### src/rtl/udp_tx_sched_if.sv
// UDP transmit bundle between the frame scheduler and the UDP/MAC stack.
// The scheduler is the master: it requests, streams bytes and states the length.
interface udp_tx_sched_if;
  logic        app_data_request;
  logic        udp_send_ack;
  logic        app_data_in_valid;
  logic [7:0]  app_data_in;
  logic [15:0] app_data_length;

  modport master (
    output app_data_request,
    output app_data_in_valid,
    output app_data_in,
    output app_data_length,
    input  udp_send_ack
  );

  modport slave (
    input  app_data_request,
    input  app_data_in_valid,
    input  app_data_in,
    input  app_data_length,
    output udp_send_ack
  );
endinterface

### src/rtl/udp_tx_sched.sv
// Two-source UDP frame scheduler: resolves ARP, round-robins two byte FIFOs
// into the UDP transmit stream and pulses a per-source completion.
module udp_tx_sched #(
  parameter logic [15:0] PAYLOAD_LEN = 16'd1024,
  parameter logic [15:0] MAX_LEN     = 16'd1472,
  parameter logic [31:0] ARP_TIMEOUT = 32'd125_000_000
) (
  input  logic        rgmii_clk,
  input  logic        rstn,
  input  logic        src0_req,
  input  logic [15:0] src0_len,
  output logic        src0_rd_en,
  input  logic [7:0]  src0_rd_data,
  input  logic        src1_req,
  output logic        src1_rd_en,
  input  logic [7:0]  src1_rd_data,
  output logic        src0_done,
  output logic        src1_done,
  output logic        arp_req,
  input  logic        arp_found,
  input  logic        mac_not_exist,
  input  logic        mac_send_end,
  udp_tx_sched_if.master udp,
  output logic        grant,
  output logic        busy
);

  localparam logic [15:0] SRC1_LEN =
    (PAYLOAD_LEN > MAX_LEN) ? MAX_LEN : PAYLOAD_LEN;

  typedef enum logic [2:0] {
    S_ARP_REQ,
    S_ARP_WAIT,
    S_IDLE,
    S_CHECK,
    S_REQ,
    S_XFER,
    S_SEND_WAIT,
    S_DONE
  } state_t;

  state_t      r_state;
  state_t      w_next;
  logic        r_last;
  logic        r_grant;
  logic        r_resume;
  logic [15:0] r_len;
  logic [15:0] r_rd_cnt;
  logic [31:0] r_arp_cnt;
  logic        r_vld;
  logic [7:0]  r_data;

  logic        w_v0;
  logic        w_v1;
  logic        w_pick;
  logic [15:0] w_len0;
  logic        w_rd;
  logic        w_xfer_end;

  assign w_v0   = src0_req && (src0_len != 16'd0);
  assign w_v1   = src1_req;
  assign w_pick = (w_v0 && w_v1) ? ~r_last : w_v1;
  assign w_len0 = (src0_len > MAX_LEN) ? MAX_LEN : src0_len;
  assign w_rd   = (r_state == S_XFER) && (r_rd_cnt != r_len);

  // The last byte leaves one cycle after its read; a zero length exits at once.
  assign w_xfer_end = (r_rd_cnt == r_len) && (r_vld || (r_len == 16'd0));

  always_comb begin
    w_next = r_state;
    unique case (r_state)
      S_ARP_REQ:   w_next = S_ARP_WAIT;
      S_ARP_WAIT: begin
        if (arp_found)
          w_next = r_resume ? S_CHECK : S_IDLE;
        else if (r_arp_cnt >= ARP_TIMEOUT - 32'd1)
          w_next = S_ARP_REQ;
      end
      S_IDLE:      if (w_v0 || w_v1) w_next = S_CHECK;
      S_CHECK:     w_next = mac_not_exist ? S_ARP_REQ : S_REQ;
      S_REQ:       if (udp.udp_send_ack) w_next = S_XFER;
      S_XFER:      if (w_xfer_end) w_next = S_SEND_WAIT;
      S_SEND_WAIT: if (mac_send_end) w_next = S_DONE;
      S_DONE:      w_next = S_IDLE;
      default:     w_next = S_ARP_REQ;
    endcase
  end

  always_ff @(posedge rgmii_clk or negedge rstn) begin
    if (!rstn) r_state <= S_ARP_REQ;
    else       r_state <= w_next;
  end

  always_ff @(posedge rgmii_clk or negedge rstn) begin
    if (!rstn) begin
      r_last    <= 1'b1;
      r_grant   <= 1'b0;
      r_resume  <= 1'b0;
      r_len     <= 16'd0;
      r_rd_cnt  <= 16'd0;
      r_arp_cnt <= 32'd0;
      r_vld     <= 1'b0;
      r_data    <= 8'd0;
    end else begin
      r_vld     <= w_rd;
      r_arp_cnt <= (r_state == S_ARP_WAIT) ? r_arp_cnt + 32'd1 : 32'd0;
      r_rd_cnt  <= (r_state == S_XFER) ? r_rd_cnt + {15'd0, w_rd} : 16'd0;
      if (w_rd)
        r_data <= r_grant ? src1_rd_data : src0_rd_data;
      if (r_state == S_IDLE && w_next == S_CHECK) begin
        r_grant <= w_pick;
        r_last  <= w_pick;
        r_len   <= w_pick ? SRC1_LEN : w_len0;
      end
      // A frame interrupted by an unknown MAC re-enters CHECK after ARP.
      if (r_state == S_CHECK && mac_not_exist)
        r_resume <= 1'b1;
      else if (r_state == S_ARP_WAIT && arp_found)
        r_resume <= 1'b0;
    end
  end

  // Reset parks the FSM in ARP_REQ, so state-decoded strobes are gated by rstn.
  assign arp_req = rstn && (r_state == S_ARP_REQ);
  assign busy    = rstn && (r_state != S_IDLE);

  assign src0_rd_en = w_rd && !r_grant;
  assign src1_rd_en = w_rd &&  r_grant;
  assign src0_done  = (r_state == S_DONE) && !r_grant;
  assign src1_done  = (r_state == S_DONE) &&  r_grant;
  assign grant      = r_grant;

  assign udp.app_data_request  = (r_state == S_REQ);
  assign udp.app_data_in_valid = r_vld;
  assign udp.app_data_in       = r_data;
  assign udp.app_data_length   = r_len;

endmodule

### src/flat_wrapper.sv
// flat-port wrapper written by rule: the top's interface ports become plain ports
module udp_tx_sched_flat 
#(
  parameter logic [15:0] PAYLOAD_LEN = 16'd1024,
  parameter logic [15:0] MAX_LEN     = 16'd1472,
  parameter logic [31:0] ARP_TIMEOUT = 32'd125_000_000
)
  (rgmii_clk, rstn, src0_req, src0_len, src0_rd_en, src0_rd_data, src1_req, src1_rd_en, src1_rd_data, src0_done, src1_done, arp_req, arp_found, mac_not_exist, mac_send_end, grant, busy, udp_app_data_request, udp_app_data_in_valid, udp_app_data_in, udp_app_data_length, udp_udp_send_ack);
  udp_tx_sched_if udp_i ();
  input  logic rgmii_clk;
  input  logic rstn;
  input  logic src0_req;
  input  logic [15:0] src0_len;
  output logic src0_rd_en;
  input  logic [7:0] src0_rd_data;
  input  logic src1_req;
  output logic src1_rd_en;
  input  logic [7:0] src1_rd_data;
  output logic src0_done;
  output logic src1_done;
  output logic arp_req;
  input  logic arp_found;
  input  logic mac_not_exist;
  input  logic mac_send_end;
  output logic grant;
  output logic busy;
  output wire logic [$bits(udp_i.app_data_request)-1:0] udp_app_data_request;
  output wire logic [$bits(udp_i.app_data_in_valid)-1:0] udp_app_data_in_valid;
  output wire logic [$bits(udp_i.app_data_in)-1:0] udp_app_data_in;
  output wire logic [$bits(udp_i.app_data_length)-1:0] udp_app_data_length;
  input wire logic [$bits(udp_i.udp_send_ack)-1:0] udp_udp_send_ack;
  assign udp_app_data_request = udp_i.app_data_request;
  assign udp_app_data_in_valid = udp_i.app_data_in_valid;
  assign udp_app_data_in = udp_i.app_data_in;
  assign udp_app_data_length = udp_i.app_data_length;
  assign udp_i.udp_send_ack = udp_udp_send_ack;
  udp_tx_sched #(.PAYLOAD_LEN(PAYLOAD_LEN), .MAX_LEN(MAX_LEN), .ARP_TIMEOUT(ARP_TIMEOUT)) u_core (.rgmii_clk(rgmii_clk), .rstn(rstn), .src0_req(src0_req), .src0_len(src0_len), .src0_rd_en(src0_rd_en), .src0_rd_data(src0_rd_data), .src1_req(src1_req), .src1_rd_en(src1_rd_en), .src1_rd_data(src1_rd_data), .src0_done(src0_done), .src1_done(src1_done), .arp_req(arp_req), .arp_found(arp_found), .mac_not_exist(mac_not_exist), .mac_send_end(mac_send_end), .udp(udp_i), .grant(grant), .busy(busy));
endmodule
### config.mk
export PLATFORM = sky130hd
export DESIGN_NAME = udp_tx_sched_flat
export DESIGN_NICKNAME = d
export VERILOG_FILES = /design/src/rtl/udp_tx_sched_if.sv /design/src/rtl/udp_tx_sched.sv /design/src/flat_wrapper.sv
export SDC_FILE = /design/constraint.sdc
export NUM_CORES = 1
export LEC_CHECK = 0
export ABC_AREA = 1
export BUFFER_PORTS_ARGS = -buffer_cell sky130_fd_sc_hd__buf_2
export CAP_MARGIN = 20
export CORE_MARGIN = 1.5
export CORE_UTILIZATION = 57
export DETAILED_ROUTE_END_ITERATION = 12
export GPL_ROUTABILITY_DRIVEN = 0
export PLACE_DENSITY = 0.83
export SLEW_MARGIN = 20
export SYNTH_ARGS = -nofsm -noshare
export SYNTH_HDL_FRONTEND = slang
export SYNTH_SLANG_ARGS = --single-unit
export TNS_END_PERCENT = 30
### constraint.sdc
create_clock -name rgmii_clk -period 2.7 [get_ports rgmii_clk]
set_input_delay 0.135 -clock rgmii_clk [delete_from_list [all_inputs] [get_ports rgmii_clk]]
set_output_delay 0.135 -clock rgmii_clk [all_outputs]
set_load 0.005 [all_outputs]
Yosys cells after proc, flatten, opt, wreduce, memory -nomap -nowiden
Index checks and enable logic that the tools add are counted.
Word-level totals
  register bits after elaboration: 79
  input port bits: 40
  output and inout port bits: 33
Operators by class
  $add $sub $neg: 2
  order comparisons: 2
  equality and inequality tests: 11
  multiplexer cells: 17
  bitwise operators: 1
  reduce and logical (&&, ||, !) cells: 20
Operators by type and width (count)
  two-way mux 16 bit: 3
  adder 32 x 1 -> 32 bit, second input constant: 1
  greater-or-equal comparator 32 x 27 -> 1 bit, second input constant: 1
  two-way mux 32 bit: 1
  case mux 3 bit (8 select lines): 1
  two-way mux 3 bit: 7
  adder 16 x 1 -> 16 bit: 1
  == test 16 bit: 1
  greater-than comparator 16 x 11 -> 1 bit, second input constant: 1
  zero test 16 bit: 1
  != test 16 bit: 1
  nonzero test 16 bit: 1
  logical AND 1 bit: 13
  == test 3 bit, second input constant: 4
  == test 3 x 2 -> 1 bit, second input constant: 3
  two-way mux 8 bit: 1
  two-way mux 1 bit: 4
  == test 3 x 1 -> 1 bit, second input constant: 1
  zero test 3 bit: 1
  != test 3 x 2 -> 1 bit, second input constant: 1
  logical OR 1 bit: 2
  nonzero test 2 bit: 1
  zero test 1 bit: 1
  inverter 1 bit: 1

Longest topological paths before layout
  depth in word-level cells: 7
  gate-level depth with buffers: 18

Worst setup path after synthesis
OpenSTA, ideal clock, no wires.
  path kind: reg-to-reg
  from: register u_core.r_rd_cnt[2]
  to: register u_core.r_rd_cnt[10]
  library setup time: 0.119 ns
  arrival: 2.009 ns
  path slack: 0.572 ns
  stages on the path, launching flop included: 17
  clock period less this slack: 2.128 ns
  cells stage by stage: dfrtp_1 > xor2_1 > nor2_1 > nand2_1 > nor2_1 > nand2_1 > nand2_1 > inv_2 > ha_1 > ha_1 > nand3_1 > inv_1 > nand2_1 > nor2_1 > nand2_1 > xor2_1 > nor2_1
On the way
  word-level cells in the longest chain between the ends: 4
RTL lines
  from (decl): line udp_tx_sched.sv:48  | logic [15:0] r_rd_cnt;
  from (signal assigned): line udp_tx_sched.sv:107  | r_rd_cnt <= (r_state == S_XFER) ? r_rd_cnt + {15'd0, w_rd} : 16'd0;
  != test 16 bit: line udp_tx_sched.sv:64  | assign w_rd = (r_state == S_XFER) && (r_rd_cnt != r_len);
  logical AND 1 bit: line udp_tx_sched.sv:64
  net u_core.w_rd: line udp_tx_sched.sv:57  | logic w_rd;
  adder 16 x 1 -> 16 bit: line udp_tx_sched.sv:107
  two-way mux 16 bit: line udp_tx_sched.sv:107
The timed path passes the listed nets, and every way through them passes these cells.
A chain may end at the register's enable or synchronous reset.

Final worst setup path
  from: register u_core.r_len[13], in the netlist u_core.udp.app_data_length[13]
  to: register u_core.r_rd_cnt[10]
On the way
  word-level cells in the longest chain between the ends: 4
RTL lines
  from (decl): line udp_tx_sched.sv:47  | logic [15:0] r_len;
  from (signal assigned): line udp_tx_sched.sv:113  | r_len <= w_pick ? SRC1_LEN : w_len0;
  != test 16 bit: line udp_tx_sched.sv:64
  logical AND 1 bit: line udp_tx_sched.sv:64
  net u_core.w_rd: line udp_tx_sched.sv:57
  adder 16 x 1 -> 16 bit: line udp_tx_sched.sv:107
  two-way mux 16 bit: line udp_tx_sched.sv:107
The timed path passes the listed nets, and every way through them passes these cells.

==> qor.csv <==
metric,value,unit
Max Fclk,0.413,GHz
Syn Nets,688,
clk slew on worst S/H paths,0.08,ns
Worst slew margin,69.5,%
r2r startpoint,u_core.udp.app_data_length[13],
Die ar.,0.00868,sq mm
H-Tree Level Count,3,
TritonCTS clock tree,built,
FILL cells,646,
Global Route Usage Sum,26.6,%
Initial Utilization,59.3,%
commonest cells in the synthesized netlist,"nand2_1 (209), nor2_1 (120), dfrtp_1 (78), inv_1 (60), xor2_1 (30)",
first-pass GRT wire length,18.3,mm
residual DRC count,0,
Yosys cell types,29,
biggest area consumer among synthesized cells,dfrtp_1,
Final Util,68.6,%
IO Pins,73,
Worst Max-Slew Pin Slew,0.458,ns
total CTS buffers,9,
postcts setup bufs,0,
most common cell in the synthesized netlist,nand2_1,
routed via count,4279,
largest cells by area after synthesis,"dfrtp_1 (42%), nand2_1 (17%), nor2_1 (9.7%)",
Inst Count DP,815,
max_cap viols,0,
CP Launch Type,register,
Mapped Area,0.00463,sq mm
Hold Crit Start,mac_not_exist,
final hold vios,0,
Detailed Route Iter0 Violations,288,
reg2reg setup slack,0.28,ns
post-synth top area share,42.1,%
CTS root buffer,clkbuf_8,
Pre-antenna DRT Iters,5,
die width,93.2,um
Avg WL per Cell,12.9,um
Critical Path RT,2.95,ns
die height,93.2,um
clock tree buffer depth,2,
Area Overhead vs Synth,15.5,%
Pwr Density,683,mW/mm^2
IO buf count,72,
CP Data Arrival Time,2.67,ns
reg2reg end,u_core.r_rd_cnt[10],
DP Worst Slack,0.268,ns
clk_lat worst skew,0.35,ns
WL final,10.7,mm
largest net degree at the start of global routing,36,
fin crit share,89.6,%
vias in the first global route,4095,
layout cells sized above 1,18.2,%
WS Path Type,reg -> reg,
ANT nets after route,0,
status,"complete, no violations",
max-slew violations,0,
CP Max Fanout,10,
# diodes,0,
ys flop type,dfrtp_1,
hold depth,4,
synth warn,0,
fin crit period,2.42,ns
synthesis-stage register bit count,79,
CORE AREA,0.00781,sq mm
final setup vio count,0,
Setup Skew,0.00955,ns
grt total ovfl,0,
clk sinks,79,
Vias/cell,5.14,
final net count,768,
R2R cell count,18,
dpl hpwl,8.29,mm
Post-synth ARST share,100,%
Pleak,0.00263,uW
Final WS setup,0.281,ns
TNS Setup,0,ns
row cnt,32,
Syn Inst Count,645,
non-filler instance count after layout,832,
number of synthesized flops with an enable pin,0,
syn avg cell area,7.18,sq um
Worst setup EP type,register,
Hold Crit Endpoint,u_core.r_state[2],
sequential element share of the synthesized area,42.7,%
type of the tightest min-delay check,in -> reg,
peak supply drop,482,uV
initial antenna violation count,0,
## critical path, cell delays in order, from the launching register on
cell     delay, ns
dfrtp_1       0.41
inv_1         0.12
nand2_1       0.07
nand2_1       0.07
nor2_1        0.05
nand2_1       0.09
nor2_2        0.06
nand2_1       0.07
nand2_1       0.10
inv_4         0.13
ha_1          0.17
ha_1          0.21
nand3_2       0.14
inv_2         0.11
nand2_1       0.05
nor2_1        0.15
nand2_1       0.10
xor2_1        0.15
nor2_1        0.06
## report_power, final
group | switching [uW] | total (uW) | internal [uW]
Clock | 439 | 1010 | 570
Sequential | 196 | 1560 | 1370
Combinational | 680 | 1080 | 404
Total | 1320 | 3660 | 2340
## area by class of cell
type | count | area (sq um) | area share, %
Inverter | 70 | 265 | 4.96
Tap cell | 102 | 128 | 2.38
Clock inverter | 5 | 80.1 | 1.50
Clock buffer | 11 | 151 | 2.83
Multi-Input combinational cell | 487 | 2340 | 43.7
Timing Repair Buffer | 78 | 410 | 7.67
Sequential cell | 79 | 1980 | 37.0
## logic make-up (layout without fill, tap and decap cells)
kind of cell | after synthesis | in the layout | share of synthesized area [%]
and+or+nand+nor | 407 | 407 | 38.3
AOI/OAI and AO/OA | 41 | 41 | 4.43
DFF | 79 | 79 | 42.7
adders and majority gates | 3 | 3 | 0.810
buffers and inverters | 79 | 164 | 6.97
xor gates and xnor gates | 36 | 36 | 6.81
## layout by cell type, fill, tap and decap left out, types with 2 or more instances in the layout
master / count
buf_4: 6
nor3_4: 3
nor2_1: 119
bufinv_16: 2
nand3b_1: 7
clkbuf_8: 11
inv_1: 59
xor2_1: 30
a21oi_1: 20
nand4_1: 6
dfrtp_1: 78
clkinvlp_4: 2
nand2_1: 209
inv_2: 9
nor3_2: 10
nor2_2: 7
nand2_2: 4
o21ai_0: 21
nand3_1: 21
ha_1: 3
buf_2: 71
nor3_1: 12
xnor2_1: 6
and3_1: 2
nand3_2: 4
## state kept, by name, indices dropped and copies added (netlist names)
name                          cells
u_core.r_arp_cnt                 32
u_core.grant                      1
u_core.r_state                    3
u_core.r_last                     1
u_core.udp.app_data_in            8
u_core.r_resume                   1
u_core.udp.app_data_length       16
u_core.r_rd_cnt                  16
u_core.udp.app_data_in_valid      1
## layer usage
| metal | routed length (um) | vias up | track usage, % |
|---|---|---|---|
| met1 | 4820 | 1930 | 35.9 |
| met3 | 686 | 29 | 4.72 |
| met5 | 0 | - | 0 |
| met2 | 4960 | 162 | 41.7 |
| li1 | - | 2158 | - |
| met4 | 271 | 0 | 12.6 |
## what timing repair did
action	CTS	global route
gates resized for setup	0	4
setup endpoints to repair	0	1
hold buffers	1	0
hold endpoints to repair	31	0
## worst max path at each step
stage	start	endpoint	slack [ns]	cells after the start
floorplan	u_core.r_rd_cnt[2]	u_core.r_rd_cnt[10]	0.57	16
global placement	u_core.udp.app_data_length[15]	u_core.r_rd_cnt[10]	0.35	18
detailed placement	u_core.udp.app_data_length[15]	u_core.r_rd_cnt[10]	0.27	18
CTS	u_core.udp.app_data_length[15]	u_core.r_rd_cnt[10]	0.23	18
global route	u_core.udp.app_data_length[13]	u_core.r_rd_cnt[10]	-0.05	18
finish	u_core.udp.app_data_length[13]	u_core.r_rd_cnt[10]	0.28	18
## stage by stage
| stage | instance area, sq um | total power, uW | hold slack [ns] |
|---|---|---|---|
| detailed placement | 5100 | 2660 | 0.119 |
| floorplan | 4630 | 2260 | -0.161 |
| global placement | 5100 | 2610 | 0.120 |
| finish | 5350 | 3660 | 0.0438 |
| global route | 5350 | 3910 | 0.0514 |
| CTS | 5340 | 3670 | 0.0353 |
Note: power is estimated with default switching activity, not from simulation.
